$ cat src/rtl/usb_rx_bit_decoder.sv
// USB full-speed receive bit decoder: bit-clock recovery, NRZI decode, bit unstuffing, SE0 detect.
// Optional stuffing-violation reporting is enabled by defining USB_RX_STUFF_ERR_EN.
module usb_rx_bit_decoder #(
  parameter int unsigned CLKS_PER_BIT = 8,
  parameter int unsigned SAMPLE_POINT = 3
) (
  input  logic clk,
  input  logic n_rst,
  input  logic d_plus,
  input  logic d_minus,
  input  logic rcv_active,
  output logic d_orig,
  output logic shift_enable,
  output logic eop,
  output logic stuff_err
);

  localparam int unsigned CntW = (CLKS_PER_BIT > 2) ? $clog2(CLKS_PER_BIT) : 1;
  localparam logic [CntW-1:0] CntMax    = CntW'(CLKS_PER_BIT - 1);
  localparam logic [CntW-1:0] CntSample = CntW'(SAMPLE_POINT);
  localparam logic [CntW-1:0] CntOne    = CntW'(1);

  logic            d_plus_prev;
  logic [CntW-1:0] bit_cnt;
  logic [2:0]      ones_cnt;
  logic            last_bit;

  logic line_edge;
  logic se0;
  logic strobe;
  logic dec_bit;
  logic stuffed;

  assign se0       = ~d_plus & ~d_minus;
  // Transitions into SE0 must not resynchronise the bit clock.
  assign line_edge = (d_plus != d_plus_prev) & ~se0;
  assign strobe    = rcv_active & (bit_cnt == CntSample);
  assign dec_bit   = (d_plus == last_bit);
  assign stuffed   = (ones_cnt == 3'd6);

  always_ff @(posedge clk or negedge n_rst) begin
    if (!n_rst) begin
      d_plus_prev  <= 1'b1;
      bit_cnt      <= '0;
      ones_cnt     <= 3'd0;
      last_bit     <= 1'b1;
      d_orig       <= 1'b1;
      shift_enable <= 1'b0;
      eop          <= 1'b0;
    end else begin
      d_plus_prev  <= d_plus;
      shift_enable <= 1'b0;
      eop          <= 1'b0;
      if (!rcv_active) begin
        bit_cnt  <= '0;
        ones_cnt <= 3'd0;
        last_bit <= 1'b1;
      end else begin
        if (line_edge) begin
          bit_cnt <= CntOne;
        end else if (bit_cnt == CntMax) begin
          bit_cnt <= '0;
        end else begin
          bit_cnt <= bit_cnt + CntOne;
        end

        if (strobe) begin
          if (se0) begin
            eop      <= 1'b1;
            ones_cnt <= 3'd0;
            last_bit <= 1'b1;
          end else begin
            last_bit <= d_plus;
            if (stuffed) begin
              ones_cnt <= 3'd0;
            end else begin
              d_orig       <= dec_bit;
              shift_enable <= 1'b1;
              ones_cnt     <= dec_bit ? (ones_cnt + 3'd1) : 3'd0;
            end
          end
        end
      end
    end
  end

`ifdef USB_RX_STUFF_ERR_EN
  logic stuff_err_q;

  // A stuffed bit that decodes as 1 means seven consecutive ones on the wire.
  always_ff @(posedge clk or negedge n_rst) begin
    if (!n_rst) begin
      stuff_err_q <= 1'b0;
    end else begin
      stuff_err_q <= strobe & ~se0 & stuffed & dec_bit;
    end
  end

  assign stuff_err = stuff_err_q;
`else
  assign stuff_err = 1'b0;
`endif

endmodule
$ cat config.mk
export PLATFORM = sky130hd
export DESIGN_NAME = usb_rx_bit_decoder
export DESIGN_NICKNAME = d
export VERILOG_FILES = /design/src/rtl/usb_rx_bit_decoder.sv
export SDC_FILE = /design/constraint.sdc
export NUM_CORES = 1
export LEC_CHECK = 0
export CORE_AREA = 2 2 39 41
export DETAILED_ROUTE_END_ITERATION = 8
export DIE_AREA = 0 0 41 43
export PLACE_DENSITY = 0.74
export SYNTH_ARGS = -nofsm -noshare
export SYNTH_HDL_FRONTEND = slang
export SYNTH_SLANG_ARGS = --single-unit
$ cat constraint.sdc
create_clock -name clk -period 2.55 [get_ports clk]
set_clock_uncertainty 0.05 [all_clocks]
set_input_delay 0.6375 -clock clk [delete_from_list [all_inputs] [get_ports clk]]
set_output_delay 0.6375 -clock clk [all_outputs]
set_load 0.005 [all_outputs]
Word-level counts from Yosys, hierarchy flattened

Index checks and enable logic that the tools add are counted.

Bits in registers: 11
Bits in latches: 0
Logic and storage cells: 41
Memory bits (read-only): 0
Memories: 0
Memory bits (writable): 0
Output and inout port bits: 4

Add/sub/neg operators: 2
Equality and inequality tests: 6
Reductions and logical operators: 1
Multipliers: 0
Divide/modulo/power cells: 0
Bitwise logic cells: 7
Mux-type cells: 18
Magnitude comparators: 0
Shift-type cells: 0

Operators with widths:

| operator              | count |
|---|---|
| $mux W3               | 8 |
| $mux W1               | 10 |
| $add A3 B1 Y3 const B | 2 |
| $eq A3 B3 Y1 const B  | 2 |
| $not A1 Y1            | 4 |
| $reduce_and A4 Y1     | 1 |
| $and A1 B1 Y1         | 3 |
| $eq A3 B2 Y1 const B  | 1 |
| $ne A2 B1 Y1 const B  | 1 |
| $eq A1 B1 Y1          | 1 |
| $ne A1 B1 Y1          | 1 |

Depth between registers and ports, before layout

Depth after elaboration: 6
Gate-level depth with buffers: 5

Worst setup path before layout

OpenSTA, ideal clock, no wires.

Path kind: reg-to-reg
Start: reg bit_cnt[0]
End: reg ones_cnt[2]
Library setup time: 0.123 ns
Buffers on the path: 0
Clock period less this slack: 1.312 ns
Arrival: 1.139 ns
Path slack: 1.238 ns
Data required time: 2.377 ns
Cell stages (with the launch flop): 6
Cells stage by stage: dfrtp_1 ha_1 ha_1 and3b_1 o22ai_1 a21boi_1

Longest elaborated chain between the ends: 3

RTL lines:

| element                | line | text |
|---|---|---|
| start, declared        | 24   | `logic [CntW-1:0] bit_cnt;` |
| start signal, assigned | 60   | `bit_cnt <= CntOne;` |
| start signal, assigned | 64   | `bit_cnt <= bit_cnt + CntOne;` |
| $eq A3 B2 Y1           | 37   | `assign strobe = rcv_active & (bit_cnt == CntSample);` |
| $and A1 B1 Y1          | 37   |  |
| $ne A2 B1 Y1 (no line) | -    |  |
| end signal, assigned   | 79   | `ones_cnt <= dec_bit ? (ones_cnt + 3'd1) : 3'd0;` |
| end, declared          | 25   | `logic [2:0] ones_cnt;` |

No other way between the ends.
A chain may end at the register's enable or synchronous reset.

Final worst setup path

Start: reg d_orig
End: out d_orig

RTL lines:

| element                | line | text |
|---|---|---|
| start, declared        | 12   | `output logic d_orig,` |
| start signal, assigned | 77   | `d_orig <= dec_bit;` |

No word-level cell between the ends.

==> impl_metrics.tcl <==
set metrics [dict create \
    outcome "complete, no violations" \
    antenna_found_initial 0 \
    dieWidth_um 41 \
    hpwl_um 741 \
    dieArea_um2 1763 \
    gp_congestion 0.7396 \
    grt_overflow 0 \
    clock.fmax_mhz 506.2 \
    die_h_um 43 \
    synth-seq-cells 11 \
    setup_violations 0 \
    slowest_stage "dfstp_2" \
    routedWlPerCell_um 12.82 \
    finalNetCount 72 \
    netSwitchingPower_w 0.00008787 \
    grt_first_pass_wirelength_mm 1.683 \
    grt_pass1_vias 385 \
    drv_cap 0 \
    setup_ws_ps 574.5 \
    cts_setup_buffers 0 \
    netlist_area_um2 561.8 \
    area_delta_synth_final_pct 19.38 \
    synth_edf_count 0 \
    p_int_w 0.0002797 \
    synth_top_cells_by_count "dfrtp_1, ha_1, nand2_1" \
    max_stage_delay_ps 530 \
    htree_levels 1 \
    drt_iter0_markers 4 \
    path_cells "clkdlybuf4s50_1" \
    path_clk_slew_ps 70 \
    grt_start_max_net_pins 12 \
    synth_top_area_share_pct 35.63 \
    via_per_inst 5.143 \
    dpl-instance-area_um2 644.4 \
    dr.pass1.iters 4 \
    core_area_um2 1384 \
    period_share_pct 77.47 \
    ys_seq_area_share_pct 49.67 \
    rows 14 \
    clock_sinks 11 \
    critical_path.max_fanout 2 \
    wl_um 987 \
    synth_area_leaders "dfrtp_1, dfstp_2, ha_1" \
    drv_slew 0 \
    p_leak_nw 0.2976 \
    diodes 0 \
    crit_arrival_ps 1290 \
    cts_tree "yes" \
    clk_latency_ps 260 \
    io_buffers 7 \
    drc 0 \
    yosysMostFrequentCell "dfrtp_1" \
    drtAntennaViolNets 0 \
    power_frac_seq_pct 53.6 \
    r2r_cells 5 \
    syn-num-nets 61 \
    finalSetupTns_ps 0 \
    holdBufCountCts 0 \
    combPwrFrac_pct 13.9 \
    synth_ff_type "dfrtp_1" \
    endpoint_kind "output port" \
    fin_util_pct 48.46 \
    drive_above_1_share_pct 19.67 \
    start_kind "flip-flop" \
    ir_drop_uv 249.9 \
    hold_class "flip-flop to flip-flop" \
    critPathRequiredTime_ps 1860 \
    powerDensity_nw_per_um2 548.0 \
    rsz0062_at_grt "no" \
    route.vias.total 396 \
    yosys_warnings 0 \
    start_util_pct 40.60 \
    synth.distinct_cells 25 \
    sw_frac_of_total_pct 23.91 \
    power_frac_clock_pct 32.6 \
    hold_violations 0 \
    crit_type "flip-flop to output port" \
    stdcell_area_um2 670.6 \
    path_depth 1 \
    post-route-min-period_ps 1976 \
    cts_resized 0 \
    track_usage_pct 14.95 \
    cts_root_buffer "clkbuf_4" \
    path_buf_inv 1 \
    hold_depth 2 \
    ioPinCount 9 \
    pre_cts_ws_ps 607.1 \
    netlist_instances 51 \
    postSynthAreaPerCell_um2 11.02 \
    cts_buffers 3 \
    synthArstFlopShare_pct 100.0 \
    critPathTopFamily "flip-flops" \
    cts.path.max_buffers 2 \
    yosysTopAreaCell "dfrtp_1" \
]
-- registers in the layout, summed over array words and instances, names as in the netlist --
| name | cells |
|---|---|
| d_orig | 1 |
| ones_cnt | 3 |
| bit_cnt | 3 |
| shift_enable | 1 |
| last_bit | 1 |
| eop | 1 |
| d_plus_prev | 1 |
-- final timing paths --
path	to	slack, ps	start
worst max-delay path	d_orig	570	d_orig
worst min-delay path	d_orig	430	d_orig
worst max register to register	ones_cnt[2]	1110	bit_cnt[0]
worst min register to register	d_orig	430	d_orig
max in group asynchronous	d_orig	1450	n_rst
min in group asynchronous	eop	650	n_rst
-- cell type report --
| type | instances | area (um^2) |
|---|---|---|
| flip-flops and latches | 11 | 279.0 |
| multi-input cells | 35 | 260.3 |
| well taps | 16 | 20.02 |
| clock buffers | 4 | 26.28 |
| repair buffers | 7 | 70.07 |
| inverters | 4 | 15.01 |
| fillers | 134 | 713.2 |
-- power by group through the flow --
stage           logic, W  registers (W)  clock network [W]
2_1_floorplan  0.0000219       0.000200                  0
3_3_place_gp   0.0000506       0.000200                  0
3_5_place_dp   0.0000511       0.000200                  0
4_1_cts        0.0000520       0.000197           0.000122
5_1_grt        0.0000574       0.000198           0.000132
6_report       0.0000510       0.000197           0.000120
-- cell families after synthesis --
group,count (synthesis),synth area share (%)
AND/OR/NAND/NOR,21,23.16
flip-flops,11,49.67
AO/OA/AOI/OAI,8,11.36
buffers and inverters,5,4.009
adder cells (fa/ha/maj),5,11.14
other,1,0.6675
-- metal layers --
metal | track usage (%) | vias up | share of wire (%)
met5 | 0 | - | 0
met4 | 10.00 | 0 | 1.4
met3 | 4.712 | 2 | 3.6
met2 | 20.94 | 9 | 51
met1 | 18.79 | 194 | 43
li1 | - | 191 | -
-- cells in the final DEF, fill, tap and decap left out, drive strengths merged --
master,count
dfrtp,8
clkdlybuf4s50,7
nand2,5
ha,5
inv,4
clkbuf,4
o21ai,4
nor2,3
dfstp,3
nor3b,3
nand3b,2
nand2b,2
and2,2
nand3,1
o211ai,1
nor3,1
o2111ai,1
and3b,1
o22ai,1
a21boi,1
nor2b,1
conb,1
-- stage by stage --
stage	cells	hold WS, ps	power [W]
after floorplan	51	291.9	0.0002220
after global placement	73	418.0	0.0002507
after detailed placement	73	412.1	0.0002511
after CTS	77	427.6	0.0003715
after global routing	77	463.4	0.0003882
final	77	425.1	0.0003675
No activity file was read; power rests on OpenSTA's default activity.
